==> src/rtl/pwm_duty_meter.sv <==
// rtl/pwm_duty_meter.sv - measures active time and period of a PWM input in clk cycles
module pwm_duty_meter #(
   parameter int unsigned CNT_W      = 16,
   parameter int unsigned TIMEOUT    = 16'hFFFF,
   parameter bit          ACTIVE_LOW = 1'b1
) (
   input  logic             clk,
   input  logic             rst,
   input  logic             pwm_in,
   output logic [CNT_W-1:0] high_cnt,
   output logic [CNT_W-1:0] period_cnt,
   output logic             meas_valid,
   output logic             stuck,
   output logic             stuck_level
);

   localparam logic [CNT_W-1:0] TMO = CNT_W'(TIMEOUT);

   typedef enum logic [1:0] {IDLE, ACTIVE, INACTIVE} state_t;

   state_t           state;
   logic             sync1, sync2, hist;
   logic [CNT_W-1:0] cnt;
   logic [CNT_W-1:0] hi_tmp;
   logic             timed_out;

   logic lvl, lvl_prev, rise, fall, at_timeout;

   assign lvl        = sync2 ^ ACTIVE_LOW;
   assign lvl_prev   = hist ^ ACTIVE_LOW;
   assign rise       = lvl & ~lvl_prev;
   assign fall       = ~lvl & lvl_prev;
   assign at_timeout = (cnt == TMO);

   always_ff @(posedge clk) begin
      if (rst) begin
         sync1       <= ACTIVE_LOW;
         sync2       <= ACTIVE_LOW;
         hist        <= ACTIVE_LOW;
         cnt         <= '0;
         hi_tmp      <= '0;
         high_cnt    <= '0;
         period_cnt  <= '0;
         meas_valid  <= 1'b0;
         stuck       <= 1'b0;
         stuck_level <= 1'b0;
         timed_out   <= 1'b0;
         state       <= IDLE;
      end else begin
         sync1      <= pwm_in;
         sync2      <= sync1;
         hist       <= sync2;
         meas_valid <= 1'b0;

         if (rise)
            cnt <= CNT_W'(1);
         else if (!at_timeout)
            cnt <= cnt + CNT_W'(1);

         if (fall)
            hi_tmp <= cnt;

         // An edge always takes priority over a timeout in the same cycle.
         if (rise) begin
            timed_out <= 1'b0;
            if (state == INACTIVE) begin
               high_cnt   <= hi_tmp;
               period_cnt <= cnt;
               stuck      <= 1'b0;
               meas_valid <= 1'b1;
            end
            state <= ACTIVE;
         end else if (fall) begin
            if (state == ACTIVE)
               state <= INACTIVE;
         end else if (at_timeout && !timed_out) begin
            // cnt stays saturated afterwards; timed_out blocks repeat reports until a rise.
            high_cnt    <= lvl ? TMO : '0;
            period_cnt  <= TMO;
            stuck       <= 1'b1;
            stuck_level <= lvl;
            meas_valid  <= 1'b1;
            timed_out   <= 1'b1;
            state       <= IDLE;
         end
      end
   end

endmodule

==> config.mk <==
export PLATFORM = sky130hd
export DESIGN_NAME = pwm_duty_meter
export DESIGN_NICKNAME = d
export VERILOG_FILES = /design/src/rtl/pwm_duty_meter.sv
export SDC_FILE = /design/constraint.sdc
export NUM_CORES = 1
export LEC_CHECK = 0
export BUFFER_PORTS_ARGS = -buffer_cell sky130_fd_sc_hd__buf_2
export CAP_MARGIN = 20
export CORE_AREA = 4 4 106 108
export DETAILED_ROUTE_END_ITERATION = 10
export DIE_AREA = 0 0 110 112
export HOLD_SLACK_MARGIN = 0.15
export PLACE_DENSITY_LB_ADDON = 0.08
export SLEW_MARGIN = 20
export SYNTH_ARGS = -nofsm -noshare
export SYNTH_HDL_FRONTEND = slang
export SYNTH_SLANG_ARGS = --single-unit
==> constraint.sdc <==
create_clock -name clk -period 3.3 [get_ports clk]
set_input_delay 0.33 -clock clk [delete_from_list [all_inputs] [get_ports clk]]
set_output_delay 0.33 -clock clk [all_outputs]
set_load 0.05 [all_outputs]
### After elaboration in Yosys (flattened, before gate mapping)

Cells that the tools add are included.

| storage, ports and cells | value |
|---|---|
| register bits | 73 |
| input bits | 3 |
| output and inout bits | 35 |
| logic and storage cells | 63 |

| cells by class | value |
|---|---|
| $add $sub $neg | 1 |
| eq/ne operators | 8 |
| multiplexer cells | 23 |
| bitwise operators | 6 |
| reduce and logical (&&, ||, !) cells | 11 |

Operator list:

| cell | count |
|---|---|
| $mux 16 | 9 |
| $add 16x1->16 const B | 1 |
| $eq 16x16->1 const B | 1 |
| $mux 1 | 11 |
| $mux 2 | 3 |
| $reduce_and 2->1 | 3 |
| $reduce_and 3->1 | 2 |
| $ne 2x1->1 const B | 2 |
| $ne 2x2->1 const B | 2 |
| $not 1->1 | 4 |
| $reduce_bool 2->1 | 2 |
| $ne 3x2->1 const B | 1 |
| $reduce_bool 3->1 | 1 |
| $and 1x1->1 | 2 |
| $eq 2x1->1 const B | 1 |
| $eq 2x2->1 const B | 1 |
| $reduce_or 2->1 | 1 |
| $logic_and 1x1->1 | 1 |
| $logic_not 1->1 | 1 |

### Logic depth before layout (Yosys ltp)

| depth | value |
|---|---|
| depth after elaboration | 5 |
| gate-level depth with buffers | 8 |

### Worst setup path before layout

Ideal clock, no wire load.

| timing | value |
|---|---|
| path type | reg2reg |
| start point | register sync2 |
| end point | register high_cnt[0] |
| arrival | 1.737 ns |
| data required time | 3.230 ns |
| path slack | 1.493 ns |
| stages on the path, launching flop included | 9 |
| path buffers | 2 |
| clock period less this slack | 1.807 ns |
| cell sequence | dfxtp_1 -> inv_1 -> ha_1 -> nor4bb_1 -> clkbuf_1 -> nor2_1 -> clkbuf_1 -> a22oi_1 -> a21oi_1 |

| on the way | value |
|---|---|
| word-level cells in the longest chain between the ends | 4 |
| elaborated cells between the ends (all ways) | 11 |
| classes of those cells | 2 x eq/ne; 4 x mux; 3 x bitwise; 2 x reduce/logical |

Ends and longest elaborated chain:

| what | RTL line | text |
|---|---|---|
| start: declaration | 22 | `logic sync1, sync2, hist;` |
| start signal: assignment | 51 | `sync2 <= sync1;` |
| $not 1->1 (no line) (*) | - |  |
| net lvl | 27 | `logic lvl, lvl_prev, rise, fall, at_timeout;` |
| $and 1x1->1 (*) | 31 | `assign rise = lvl & ~lvl_prev;` |
| net rise | 27 |  |
| $ne 2x1->1 (no line) (tied with other cells) | - |  |
| $reduce_and 3->1 (no line) | - |  |
| end signal: assignment | 67 | `high_cnt <= hi_tmp;` |
| end signal: assignment | 78 | `high_cnt <= lvl ? TMO : '0;` |
| end: declaration | 10 | `output logic [CNT_W-1:0] high_cnt,` |

The timed path passes the listed nets; every way through them passes the cells marked *. The select of a mux whose other input is x is not followed.
A chain may end at the register's enable or synchronous reset.

### Final worst setup path

| timing | value |
|---|---|
| start point | register cnt[0] |
| end point | register period_cnt[8] |

| on the way | value |
|---|---|
| word-level cells in the longest chain between the ends | 4 |

Ends and longest elaborated chain:

| what | RTL line | text |
|---|---|---|
| start: declaration | 23 | `logic [CNT_W-1:0] cnt;` |
| start signal: assignment | 58 | `cnt <= cnt + CNT_W'(1);` |
| $eq 16x16->1 | 33 | `assign at_timeout = (cnt == TMO);` |
| $logic_and 1x1->1 | 76 | `end else if (at_timeout && !timed_out) begin` |
| $reduce_bool 2->1 (no line) | - |  |
| $reduce_and 3->1 (no line) | - |  |
| end signal: assignment | 68 | `period_cnt <= cnt;` |
| end: declaration | 11 | `output logic [CNT_W-1:0] period_cnt,` |

No other way between the ends.

==> results.json <==
{
  "maxSlewHeadroom": 0.535,
  "synth_most_common_cell": "dfxtp_1",
  "post_cts_resized": 0,
  "fin_ws_ns": 0.995,
  "arrival_ns": 2.56,
  "cts_made_buffers": 9,
  "dieWidth_um": 110,
  "wl_per_cell_um": 15.9,
  "nets": 359,
  "powerDensity_nw_per_um2": 511,
  "ys_ff_latch": 73,
  "dpl.hpwl_mm": 5.22,
  "port_buffers": 37,
  "die_area_um2": 12300,
  "syn-instance-count": 324,
  "rsz0062_at_grt": "false",
  "cts-root-buf": "clkbuf_8",
  "ant_nets": 0,
  "ys_seq_area_frac": 0.485,
  "area_delta_synth_final_pct": 17.6,
  "fin_setup_tns_ns": 0,
  "dp_slack_ns": 0.917,
  "synthArstFlopShare": 0,
  "critPathSlowestCell": "and4_1",
  "grt_pass1_wl_mm": 13.0,
  "clk_pin_slew_ns": 0.08,
  "grt_max_degree": 35,
  "tightestPinTransition_ns": 0.698,
  "synth_flop_cell": "dfxtp_1",
  "fillers": 1079,
  "place_congestion": 0.720,
  "place_inst": 477,
  "finalSetupViolations": 0,
  "synth_edf_count": 0,
  "hold_buffers": 1,
  "yosysTopAreaCellShare": 0.485,
  "clock_sinks": 73,
  "n_antenna_cell": 0,
  "first_global_vias": 2377,
  "viasPerCell": 4.88,
  "antenna_found_initial": 0,
  "ys_types": 48,
  "cp_max_fo": 34,
  "critPathKind": "register to register",
  "firstDrtPassIters": 4,
  "critPathLaunchType": "register",
  "clock_path_buffers": 2,
  "drc": 0,
  "track_usage": 0.134,
  "synth.largest_area_cell": "dfxtp_1",
  "required_ns": 3.56,
  "path_cells": "ha_1 -> and3_1 -> and4_1 -> nand3_4 -> a211oi_1",
  "finClkSkew_ns": 0.00995,
  "synth.avg_cell_area_um2": 9.31,
  "critPathMaxStageDelay_ns": 0.48,
  "final_cell_count_no_fill": 494,
  "period_minus_slack_ns": 2.30,
  "multiInputGateArea_um2": 1420,
  "wl_met2_mm": 3.34,
  "ys_top_cells_by_area": "dfxtp_1 48%, nor2_1 6.7%, a21oi_1 5.6%",
  "initial_core_util": 0.295,
  "m1WireLength_mm": 4.15,
  "ios": 38,
  "die_h_um": 112,
  "synth_warnings": 0,
  "maxUsedRoutingLayer": "met4",
  "worstSetupEndpointType": "register",
  "drt-total-wl_mm": 7.85,
  "overflow": 0,
  "finalHoldViolations": 0,
  "fmax_mhz": 434,
  "final_util": 0.347,
  "p_leak_nw": 1.36,
  "ff_latch_area_um2": 1460,
  "drt_iter0_drc": 59,
  "outcome": "completed",
  "cts.htree.levels": 3,
  "final_max_slew_viol_count": 0,
  "rows": 37,
  "synth_area_um2": 3020,
  "ir_worst_vdd_mv": 0.261,
  "post-cts-setup-buffer-count": 0,
  "synth_nets": 330,
  "drive_gt1_frac": 0.198,
  "cts_tree": "done",
  "dr_total_vias": 2412,
  "holdWs_ns": 0.330,
  "cap_violations": 0,
  "worstSkewPairLatency_ns": 0.34,
  "period_share": 0.698,
  "min_path_type": "input pin to register",
  "core_um2": 10200,
  "synthTopCellsByCount": "73 x dfxtp_1, 54 x nor2_1, 34 x a21oi_1, 17 x a211oi_1",
  "wl_met3_um": 266
}
-- layer usage --
metal,GRT usage,vias to the layer above
met5,0,-
met4,0.0449,0
met3,0.0319,7
met2,0.195,45
met1,0.193,1124
li1,-,1236
-- power breakdown --
part / total, mW / switching [mW] / internal, mW
Sequential: 0.892 / 0.00746 / 0.885
Combinational: 0.0448 / 0.0295 / 0.0152
Clock: 0.877 / 0.351 / 0.526
-- kinds of logic (layout without fill, tap and decap cells) --
group,Yosys count,count (layout),share of synthesized area
simple gates,109,109,0.189
compound gates,92,92,0.206
flops,73,73,0.485
buf+inv,30,64,0.0519
mux,16,16,0.0531
fa+ha+maj,3,3,0.0124
xor+xnor,1,1,0.00291
-- placed cells by master, fill, tap and decap left out, drive strengths merged, types with 7 or more instances in the layout --
cell type	instances
nand2	8
dfxtp	73
mux2i	16
clkbuf	10
nand3	9
a21oi	34
buf	41
o21ai	7
a22oi	16
nor2	54
a211oi	17
-- through the flow --
| stage | power, mW | area, um2 |
|---|---|---|
| 2_1_floorplan | 0.946 | 3020 |
| 3_3_place_gp | 0.958 | 3280 |
| 3_5_place_dp | 0.958 | 3280 |
| 4_1_cts | 1.85 | 3540 |
| 5_1_grt | 1.89 | 3550 |
| 6_report | 1.81 | 3550 |
-- flip-flops by register name, indices dropped and copies added, names as in the netlist, 2 cells and up --
signal      cells
cnt            16
hi_tmp         16
high_cnt       16
period_cnt     16
state           2
-- layout make-up --
| class | count | area share |
|---|---|---|
| flip-flops and latches | 73 | 0.412 |
| well taps | 136 | 0.0480 |
| repair buffers | 42 | 0.0635 |
| inverters | 6 | 0.00635 |
| multi-input cells | 221 | 0.399 |
| clock buffers | 10 | 0.0388 |
| clock inverters | 6 | 0.0325 |
-- worst max-delay path, delay by kind of cell, from the launching register on --
family          cells  cell delay, ns
simple gates        3            1.13
flops               1            0.47
compound gates      1            0.34
fa+ha+maj           1            0.27
-- worst paths after layout --
kind	startpoint	end	slack [ns]	cells after the start
max	cnt[0]$_SDFFE_PP0P_	period_cnt[8]$_SDFFE_PP0P_	1.0	5
min	rst	hi_tmp[14]$_SDFFE_PP0N_	0.33	2
max reg2reg	cnt[0]$_SDFFE_PP0P_	period_cnt[8]$_SDFFE_PP0P_	1.0	5
min reg2reg	sync1$_SDFF_PP1_	sync2$_SDFF_PP1_	0.44	1
Power figures use the tool's default switching activity.
